<file path="src/rtl/bit_field_normalizer.sv">
// Bit-serial shifter/normalizer: turns a bit count into a shifted value or mask,
// or strips leading zeros/ones from an operand, one bit position per clock.
module bit_field_normalizer #(
  parameter int WIDTH = 32,
  parameter int CNT_W = 6
) (
  input  logic             clk,
  input  logic             reset_n,
  input  logic             start,
  input  logic [1:0]       op,
  input  logic [WIDTH-1:0] A,
  input  logic [CNT_W-1:0] shamt,
  output logic             busy,
  output logic             done,
  output logic [WIDTH-1:0] result,
  output logic [WIDTH-1:0] count
);

  typedef enum logic [1:0] {IDLE, RUN, DONE} state_t;

  localparam logic [1:0] OP_SHL_N  = 2'b00;
  localparam logic [1:0] OP_NORM_Z = 2'b01;
  localparam logic [1:0] OP_NORM_O = 2'b10;
  localparam logic [1:0] OP_MASK_N = 2'b11;

  localparam logic [CNT_W-1:0] WIDTH_C = CNT_W'(WIDTH);

  state_t           state_reg, state_next;
  logic [1:0]       op_reg, op_next;
  logic [WIDTH-1:0] work_reg, work_next;
  logic [CNT_W-1:0] target_reg, target_next;
  logic [CNT_W-1:0] step_reg, step_next;
  logic [WIDTH-1:0] result_reg, result_next;
  logic [WIDTH-1:0] count_reg, count_next;
  logic             exit_run;

  always_ff @(posedge clk or negedge reset_n) begin
    if (!reset_n) begin
      state_reg  <= IDLE;
      op_reg     <= '0;
      work_reg   <= '0;
      target_reg <= '0;
      step_reg   <= '0;
      result_reg <= '0;
      count_reg  <= '0;
    end else begin
      state_reg  <= state_next;
      op_reg     <= op_next;
      work_reg   <= work_next;
      target_reg <= target_next;
      step_reg   <= step_next;
      result_reg <= result_next;
      count_reg  <= count_next;
    end
  end

  // Normalizing ops also stop after WIDTH steps so an all-zero/all-one operand terminates.
  always_comb begin
    exit_run = 1'b0;
    case (op_reg)
      OP_NORM_Z: exit_run = work_reg[WIDTH-1] || (step_reg == WIDTH_C);
      OP_NORM_O: exit_run = !work_reg[WIDTH-1] || (step_reg == WIDTH_C);
      default:   exit_run = (step_reg == target_reg);
    endcase
  end

  always_comb begin
    state_next  = state_reg;
    op_next     = op_reg;
    work_next   = work_reg;
    target_next = target_reg;
    step_next   = step_reg;
    result_next = result_reg;
    count_next  = count_reg;
    case (state_reg)
      IDLE: begin
        if (start) begin
          op_next     = op;
          work_next   = (op == OP_MASK_N) ? '0 : A;
          target_next = (shamt > WIDTH_C) ? WIDTH_C : shamt;
          step_next   = '0;
          state_next  = RUN;
        end
      end
      RUN: begin
        if (exit_run) begin
          result_next = work_reg;
          count_next  = WIDTH'(step_reg);
          state_next  = DONE;
        end else begin
          step_next = step_reg + 1'b1;
          if (op_reg == OP_MASK_N)
            work_next = {1'b1, work_reg[WIDTH-1:1]};
          else
            work_next = {work_reg[WIDTH-2:0], 1'b0};
        end
      end
      DONE:    state_next = IDLE;
      default: state_next = IDLE;
    endcase
  end

  assign busy   = (state_reg != IDLE);
  assign done   = (state_reg == DONE);
  assign result = result_reg;
  assign count  = count_reg;

endmodule

</file>
<file path="config.mk">
export PLATFORM = sky130hd
export DESIGN_NAME = bit_field_normalizer
export DESIGN_NICKNAME = d
export VERILOG_FILES = /design/src/rtl/bit_field_normalizer.sv
export SDC_FILE = /design/constraint.sdc
export NUM_CORES = 1
export LEC_CHECK = 0
export ABC_AREA = 1
export CAP_MARGIN = 10
export CORE_ASPECT_RATIO = 0.6
export CORE_MARGIN = 5
export CORE_UTILIZATION = 50
export DETAILED_ROUTE_END_ITERATION = 10
export PLACE_DENSITY_LB_ADDON = 0.25
export RECOVER_POWER = 100
export SYNTH_ARGS = -nofsm -noshare
export SYNTH_HDL_FRONTEND = slang
export SYNTH_SLANG_ARGS = --single-unit
</file>
<file path="constraint.sdc">
create_clock -name clk -period 2.2 [get_ports clk]
set_clock_uncertainty 0.2 [all_clocks]
set_input_delay 0.44 -clock clk [delete_from_list [all_inputs] [get_ports clk]]
set_output_delay 0.44 -clock clk [all_outputs]
set_load 0.01 [all_outputs]
</file>
==> results of run 1 <==
-- report_power, final --
part | leakage, nW | internal [W] | switching, W
logic | 1.67 | 0.00148 | 0.00246
registers | 1.11 | 0.00223 | 0.000427
clock network | 0.154 | 0.00102 | 0.000638
total | 2.93 | 0.00473 | 0.00353
-- critical path: stages, from the launching register on --
cell                              delay (ns)
sky130_fd_sc_hd__dfrtp_1                0.40
sky130_fd_sc_hd__nor2_1                 0.17
sky130_fd_sc_hd__inv_1                  0.05
sky130_fd_sc_hd__clkdlybuf4s50_1        0.47
-- worst paths after layout --
check,startpoint,end,slack (ns)
setup / recovery,state_reg[0]$_DFFE_PN0P_,busy,0.12
min in group asynchronous,reset_n,result[22]$_DFFE_PN0P_,0.43
max in group asynchronous,reset_n,work_reg[24]$_DFFE_PN0P_,0.29
setup reg to reg,op_reg[0]$_DFFE_PN0P_,work_reg[1]$_DFFE_PN0P_,0.17
hold / removal,result[4]$_DFFE_PN0P_,result[4]$_DFFE_PN0P_,0.28
hold reg to reg,result[4]$_DFFE_PN0P_,result[4]$_DFFE_PN0P_,0.28
-- metrics by stage --
stage	worst slack [ns]	hold WS [ns]
5_1_grt	0.02099	0.3040
6_report	0.1166	0.2803
3_3_place_gp	0.2634	0.1574
3_5_place_dp	0.2254	0.1617
4_1_cts	0.09435	0.2873
2_1_floorplan	0.3876	-0.05559
-- synth_stat cells, drive strengths merged --
cell type	instances
a31oi	1
nand3	77
a21oi	34
inv	49
clkinv	2
conb	1
buf	48
clkbuf	15
xor2	1
nand2	185
xnor2	1
ha	4
dfrtp	86
nor2	12
o21ai	77
nor3	2
-- per-layer routing --
| metal | GRT usage, % | part of all wire (%) | vias up |
|---|---|---|---|
| li1 | - | - | 2006 |
| met2 | 29.73 | 42 | 182 |
| met1 | 32.27 | 49 | 1956 |
| met3 | 6.946 | 8.6 | 19 |
| met5 | 0 | 0 | - |
| met4 | 5.135 | 1.1 | 0 |
-- layout make-up --
type | instances | area [um2] | area share (%)
well taps | 116 | 145.1 | 2.557
clock buffers | 10 | 239.0 | 4.210
clock inverters | 6 | 85.08 | 1.499
flip-flops and latches | 86 | 2152 | 37.91
repair buffers | 100 | 985.9 | 17.37
inverters | 51 | 191.4 | 3.372
multi-input cells | 420 | 1878 | 33.08
-- repair_timing --
item | in CTS | in global routing
gates resized for setup | 0 | 1
hold buffers | 1 | 0
endpoints found under the hold margin | 20 | 0
setup endpoints to repair | 0 | 1
-- cells by family (layout without fill, tap and decap cells) --
kind of cell               after synthesis  count (layout)
and+or+nand+nor                        276             276
buffers and inverters                  114             167
AOI/OAI and AO/OA                      112             112
DFF                                     86              86
adders and majority gates                4               4
xor gates and xnor gates                 2               2
other                                    1              26
==> run metrics, run 1 <==
placed cell areas=around 5400 um2; share of the synthesized area in compound gates (AO/OA/AOI/OAI)=13.84%; final cycle utilization of the critical path=94.70%; Worst Hold Path Cells=2; global-route wire length before repair=19460 um; Yosys warning total=0; final number of hold-violating endpoints=0; XOR/XNOR Fraction of Synth Area=0.3807%; fin crit period=2.083 ns; number of max-cap violations=0; average wire per standard cell=~15 um; routed vias/inst=~5.3; share of synthesized area occupied by flip-flops and latches=around 47%; row cnt=27; H-tree depth=3; LEAKAGE=a little under 3 nW; Residual DRC=0; leading cell types in the layout, fill and taps excluded=sky130_fd_sc_hd__nand2_1, sky130_fd_sc_hd__dfrtp_1, sky130_fd_sc_hd__nand3_1; Syn-to-layout area delta=23.39%; maximum vdd ir drop=0.5686 mV; TritonCTS clock tree=built; transition time of the tightest slew-check pin=roughly 0.62 ns; non-filler cells in the finished layout=789; buffers added on ports=82; slew margin rel.=58.95%; Die Span X=133.8 um; fraction of layout cells with a size suffix above 1=6.241%; highest net fanout along the worst path=3; leading area contributor after synthesis=sky130_fd_sc_hd__dfrtp_1; most common library cell in the layout ignoring fill and taps=sky130_fd_sc_hd__nand2_1; kind of capture point of the worst setup path=output port; clock-pin slew on the worst setup and hold paths=approximately 0.070 ns; Worst Setup Path Type=register to output port; post-synthesis adder-cell area fraction=1.088%; Post-Route Setup TNS=0 ns; share of synthesized cell area in and, or, nand and nor gates=24.78%; number of nets in the layout=about 720; initial standard-cell utilization of the core=between 50% and 60%; maximum operating frequency=0.4800 GHz; depth of the worst register-to-register path=11; category of the worst setup path launch point=register; global router's overall resource usage=between 20% and 30%; vias post-DR=~4200; Hold/Removal Path Class=register to register; total wire length after detailed routing=11980 um; final estimated routing congestion in global placement=0.9042; total placed cells including tap cells=772; latest clock arrival within the worst-skew pair=between 0.3 and 0.4 ns; vias in the first global route=between 3000 and 4000; count of fill cells added during filler insertion=approximately 800; RSZ-0062 raised after global routing=false; Top-Level Pins=roughly 110; Seq cells post-synth=86; cell area after synthesis=4601 um2; total power density per cell area=1455 nW/um2; post-CTS setup buffers=0; total power draw=0.008257 W; biggest area contributors in the synthesized netlist=sky130_fd_sc_hd__dfrtp_1, sky130_fd_sc_hd__nand2_1, sky130_fd_sc_hd__nand3_1; HPWL after detailed placement=8283 um; Critical Path AT=around 1.4 ns; final-report setup violation count=0; clock buffer depth=2; final slew viol count=0; Root Buffer Master=sky130_fd_sc_hd__clkbuf_16; die extent in y=84.30 um; dominant combinational cell family by area after synthesis=simple AND/OR/NAND/NOR gates; Core Box Area=9087 um2; mean instance size in the synthesized netlist=slightly below 8 um2; DIE AREA=approximately 11000 um2; worst path required time=1.56 ns; TritonCTS buffer count=9; router iterations before antenna repair=5; final antenna diode count=0; result of the run=complete, no violations; count of routing violations after the opening detailed-route iteration=322; final std cell area, no fill=5677 um2; total clock sinks=86; post-route core utilization=62.47%; number of distinct library cell variants in the gate-level netlist after synthesis=22; share of the synthesized area in the top cell type=about 47%; multiplexer share of the synthesized area=0%; aggregate global routing overflow=0; count of nets left with antenna violations after detail routing=0; Post-Synthesis Cells=595; maximum number of pins on one net before global-route repair=61; initial antenna violation count=0
Note: power is estimated with default switching activity, not from simulation.
==> inputs of run 2 (changes only) <==
PLACE_DENSITY = 0.91   (was default)
PLACE_DENSITY_LB_ADDON = default   (was 0.25)
==> run 2 against run 1 <==
Effect of this change: sequential cell count stayed put; total power down 0.63%; highest routed layer unchanged; critical path type unchanged; clock power is essentially flat; clock-buffer cell count grew 3; maximum frequency decreased by 1.5%; combinational power fell by 1%.
==> run metrics, run 2 (same netlist as run 1, synthesis figures left out) <==
result of the run=complete, no violations; highest net fanout along the worst path=3 (unchanged); RSZ-0062 raised after global routing=false; clock buffer depth=2 (unchanged); final slew viol count=0 (unchanged); Residual DRC=0 (unchanged); fin crit period=2.115 ns (+0.03123 ns); total power density per cell area=1452 nW/um2 (-0.17%); Hold/Removal Path Class=register to register; post-route core utilization=62.18% (-0.29 points); category of the worst setup path launch point=register; dpl ws=0.1962 ns (-0.02924 ns); routed vias/inst=5.346 (+1.3%); leading cell types in the layout, fill and taps excluded=sky130_fd_sc_hd__nand2_1, sky130_fd_sc_hd__dfrtp_1, sky130_fd_sc_hd__nand3_1; Syn-to-layout area delta=22.82%; count of fill cells added during filler insertion=788 (-1.6%); most common library cell in the layout ignoring fill and taps=sky130_fd_sc_hd__nand2_1; router iterations before antenna repair=6 (+1); combined buffer and inverter count along the critical path=1 (-1); die extent in y=84.30 um (unchanged); highest-delay cell along the critical path=sky130_fd_sc_hd__dlygate4sd3_1; latest clock arrival within the worst-skew pair=0.34 ns (about the same); count of routing violations after the opening detailed-route iteration=551 (+71%); vias in the first global route=4146 (+8.1%); H-tree depth=3 (unchanged); final cycle utilization of the critical path=96.12% (+1.4 points); TritonCTS buffer count=9 (unchanged); Worst Setup Path Type=register to output port; Critical Path AT=1.47 ns (+0.03 ns); final antenna diode count=0 (unchanged); average wire per standard cell=15.29 um (+0.75%); worst-case setup margin in the final layout=0.08541 ns (-0.03123 ns); Post-Route Setup TNS=0 ns (unchanged); final-report setup violation count=0 (unchanged); count of nets left with antenna violations after detail routing=0 (unchanged); number of nets in the layout=714 (-0.14%); worst path required time=1.56 ns (about the same); initial antenna violation count=0 (unchanged); row cnt=27 (unchanged); total wire length after detailed routing=12050 um (+0.62%); highest cell delay on the worst timing path=0.61 ns (+0.14 ns); maximum number of pins on one net before global-route repair=63 (+3.3%); slew margin rel.=49.65% (-9.3 points); global router's overall resource usage=22.44% (+1.0 points); total clock sinks=86 (unchanged); Core Box Area=9087 um2 (unchanged); maximum vdd ir drop=0.6942 mV (+22%); buffers added on ports=82 (unchanged); placed cell areas=5414 um2 (-0.37%); kind of capture point of the worst setup path=output port; Top Family by Delay on Critical Path=buffers and inverters; clock-pin slew on the worst setup and hold paths=0.06 ns (about the same); HPWL after detailed placement=8401 um (+1.4%); aggregate global routing overflow=0 (unchanged); LEAKAGE=2.919 nW (-0.36%); number of max-cap violations=0 (unchanged); global-route wire length before repair=20500 um (+5.3%); maximum operating frequency=0.4729 GHz (-1.5%); crit-path cells=nor2_1, dlygate4sd3_1; transition time of the tightest slew-check pin=0.7553 ns (+0.1395 ns); total power draw=0.008205 W (-0.63%); Top-Level Pins=109 (unchanged); Root Buffer Master=sky130_fd_sc_hd__clkbuf_16; DIE AREA=11280 um2 (unchanged); final estimated routing congestion in global placement=0.8725 (-3.5%); fraction of layout cells with a size suffix above 1=5.655% (-0.59 points); final number of hold-violating endpoints=0 (unchanged); final std cell area, no fill=5650 um2 (-0.46%); vias post-DR=4213 (+1.2%); Die Span X=133.8 um (unchanged); TritonCTS clock tree=built; initial standard-cell utilization of the core=50.63% (unchanged)
-- run 2: layout make-up --
cell class                      count  area [um2]  share of cell area, %
Timing Repair Buffer               99       965.9                  17.09
Sequential cell                    86        2152                  38.09
Clock inverter                      3       67.56                  1.196
Tap cell                          116       145.1                  2.569
Multi-Input combinational cell    420        1878                  33.24
Inverter                           51       191.4                  3.388
Clock buffer                       13       250.2                  4.429
-- run 2: where the power goes --
part / switching (W) / total [W] / internal [W]
Clock: 0.000614 / 0.00164 / 0.00103
Sequential: 0.000434 / 0.00266 / 0.00223
Combinational: 0.00246 / 0.00390 / 0.00144
Total: 0.00350 / 0.00821 / 0.00470
-- run 2: what timing repair did --
item,4_1_cts,5_1_grt
endpoints found under the setup margin,0,1
hold buffers,1,0
buffers inserted,0,0
hold endpoints to repair,28,0
gates resized for setup,0,1
-- run 2: path summary, 6_finish.rpt --
kind	cells past startpoint	end	startpoint	slack (ns)
hold / removal	2	result[7]$_DFFE_PN0P_	result[7]$_DFFE_PN0P_	0.28
setup / recovery	2	done	state_reg[0]$_DFFE_PN0P_	0.09
setup reg to reg	11	count[0]$_DFFE_PN0P_	op_reg[1]$_DFFE_PN0P_	0.21
min in group asynchronous	2	result[3]$_DFFE_PN0P_	reset_n	0.50
hold reg to reg	2	result[7]$_DFFE_PN0P_	result[7]$_DFFE_PN0P_	0.28
max in group asynchronous	3	result[13]$_DFFE_PN0P_	reset_n	0.30
-- run 2: tightest hold or removal path: cells and delay by family (launching register included) --
| family | cells | cell delay, ns |
|---|---|---|
| AO/OA/AOI/OAI | 1 | 0.05 |
| flip-flops | 1 | 0.34 |
| AND/OR/NAND/NOR | 1 | 0.07 |
-- run 2: through the flow --
stage                     hold slack [ns]  cells
after global placement             0.1915    771
after floorplan                  -0.05559    620
after detailed placement           0.1982    771
final                              0.2823    788
after CTS                          0.2882    788
after global routing               0.3122    788
-- run 2: layer usage --
metal | share of wire [%] | vias up | GRT usage, %
li1 | - | 2005 | -
met1 | 44 | 1968 | 31.50
met2 | 45 | 214 | 33.39
met3 | 10 | 26 | 7.605
met4 | 1.7 | 0 | 6.162
met5 | 0 | - | 0
==> inputs of run 3 (changes only) <==
MAX_ROUTING_LAYER = met4   (was default)
==> run 3 against run 2 <==
Effect of this change: design area shrank 0.31%; utilization shrank 0.19 points; sequential power is essentially flat; sequential cell count is the same; critical path type unchanged; critical endpoint is now busy.
==> run metrics, run 3 (same netlist as run 1, synthesis figures left out) <==
Critical Path AT=1.46 ns (about the same); final antenna diode count=0 (unchanged); category of the worst setup path launch point=register; Syn-to-layout area delta=22.44%; vias post-DR=4243 (+0.71%); vias in the first global route=4131 (-0.36%); clock-pin slew on the worst setup and hold paths=0.06 ns (about the same); start of the worst register-to-register path=op_reg[1]$_DFFE_PN0P_; average wire per standard cell=15.43 um (+0.93%); global-route wire length before repair=20180 um (-1.5%); Worst Setup Path Type=register to output port; row cnt=27 (unchanged); DIE AREA=11280 um2 (unchanged); total clock sinks=86 (unchanged); clock buffer depth=2 (unchanged); post-route core utilization=61.99% (-0.19 points); most common library cell in the layout ignoring fill and taps=sky130_fd_sc_hd__nand2_1; total wire length after detailed routing=12180 um (+1.1%); die extent in y=84.30 um (unchanged); Top-Level Pins=109 (unchanged); total power draw=0.008129 W (-0.93%); fin crit period=2.098 ns (-0.01660 ns); worst path required time=1.56 ns (about the same); buffers added on ports=82 (unchanged); count of nets left with antenna violations after detail routing=0 (unchanged); highest net fanout along the worst path=3 (unchanged); TritonCTS clock tree=built; latest clock arrival within the worst-skew pair=0.34 ns (about the same); Root Buffer Master=sky130_fd_sc_hd__clkbuf_16; TritonCTS buffer count=9 (unchanged); H-tree depth=3 (unchanged); number of nets in the layout=715 (+0.14%); maximum vdd ir drop=0.8440 mV (+22%); initial standard-cell utilization of the core=50.63% (unchanged); worst setup path startpoint=state_reg[0]$_DFFE_PN0P_; count of routing violations after the opening detailed-route iteration=538 (-2.4%); final-report setup violation count=0 (unchanged); final cycle utilization of the critical path=95.36% (-0.75 points); result of the run=complete, no violations; RSZ-0062 raised after global routing=false; placed cell areas=5434 um2 (+0.37%); post-CTS setup buffers=0 (unchanged); HPWL after detailed placement=8487 um (+1.0%); maximum operating frequency=0.4766 GHz (+0.79%); transition time of the tightest slew-check pin=0.6910 ns (-0.06428 ns); global router's overall resource usage=22.93% (+0.49 points); min-delay src=result[0]$_DFFE_PN0P_; count of fill cells added during filler insertion=767 (-2.7%); Die Span X=133.8 um (unchanged); final number of hold-violating endpoints=0 (unchanged); router iterations before antenna repair=5 (-1); Hold Slack=0.2799 ns (-0.002384 ns); routed vias/inst=5.378 (+0.58%); LEAKAGE=2.909 nW (-0.34%); final slew viol count=0 (unchanged); slew margin rel.=53.93% (+4.3 points); Hold/Removal Path Class=register to register; Residual DRC=0 (unchanged); fraction of layout cells with a size suffix above 1=5.646% (-0.0084 points); kind of capture point of the worst setup path=output port; number of max-cap violations=0 (unchanged); maximum number of pins on one net before global-route repair=63 (unchanged); leading cell types in the layout, fill and taps excluded=sky130_fd_sc_hd__nand2_1, sky130_fd_sc_hd__dfrtp_1, sky130_fd_sc_hd__nand3_1; initial antenna violation count=0 (unchanged); aggregate global routing overflow=0 (unchanged); final std cell area, no fill=5633 um2 (-0.31%); Core Box Area=9087 um2 (unchanged); total power density per cell area=1443 nW/um2 (-0.62%); final estimated routing congestion in global placement=0.9085 (+4.1%); Post-Route Setup TNS=0 ns (unchanged)
==> run 3: repair_timing <==
action | 4_1_cts | 5_1_grt
resized for setup | 0 | 0
endpoints found under the setup margin | 0 | 0
hold buffers | 1 | 0
endpoints found under the hold margin | 25 | 0
==> run 3: per-stage QoR <==
stage / instances / worst slack (ns)
after floorplan: 620 / 0.3876
after global placement: 772 / 0.2272
after detailed placement: 772 / 0.1876
after CTS: 789 / 0.08583
after global routing: 789 / 0.02465
final: 789 / 0.1020
==> run 3: critical path, stage by stage (launching register included) <==
cell	delay, ns
sky130_fd_sc_hd__dfrtp_1	0.41
sky130_fd_sc_hd__nor2_1	0.16
sky130_fd_sc_hd__inv_1	0.06
sky130_fd_sc_hd__clkdlybuf4s50_1	0.49
==> run 3: final timing paths <==
check	endpoint	slack, ns	cells after the start
hold reg to reg	result[0]$_DFFE_PN0P_	0.28	2
max in group asynchronous	result[23]$_DFFE_PN0P_	0.35	3
hold / removal	result[0]$_DFFE_PN0P_	0.28	2
setup / recovery	busy	0.10	3
setup reg to reg	count[3]$_DFFE_PN0P_	0.17	11
min in group asynchronous	count[4]$_DFFE_PN0P_	0.48	2
==> run 3: cell type report <==
| class | instances | area, um2 | share of cell area [%] |
|---|---|---|---|
| multi-input combinational | 420 | 1878 | 33.34 |
| tap | 116 | 145.1 | 2.577 |
| clock buffer | 12 | 236.5 | 4.198 |
| clock inverter | 4 | 47.55 | 0.8441 |
| inverter | 51 | 191.4 | 3.398 |
| sequential | 86 | 2152 | 38.21 |
| timing repair buffer | 100 | 982.2 | 17.44 |
==> run 3: power by group <==
| part | switching (W) | internal, W |
|---|---|---|
| clock | 0.000611 | 0.000877 |
| sequential | 0.000451 | 0.00223 |
| combinational | 0.00248 | 0.00148 |
| total | 0.00354 | 0.00459 |
==> run 3: routing by layer <==
| metal | GRT usage, % | vias up | wire length, um |
|---|---|---|---|
| met5 | - | - | 0 |
| met4 | 5.789 | 0 | 187 |
| met3 | 7.425 | 26 | 1324 |
| met2 | 32.84 | 249 | 5186 |
| met1 | 31.59 | 1959 | 5479 |
| li1 | - | 2009 | - |
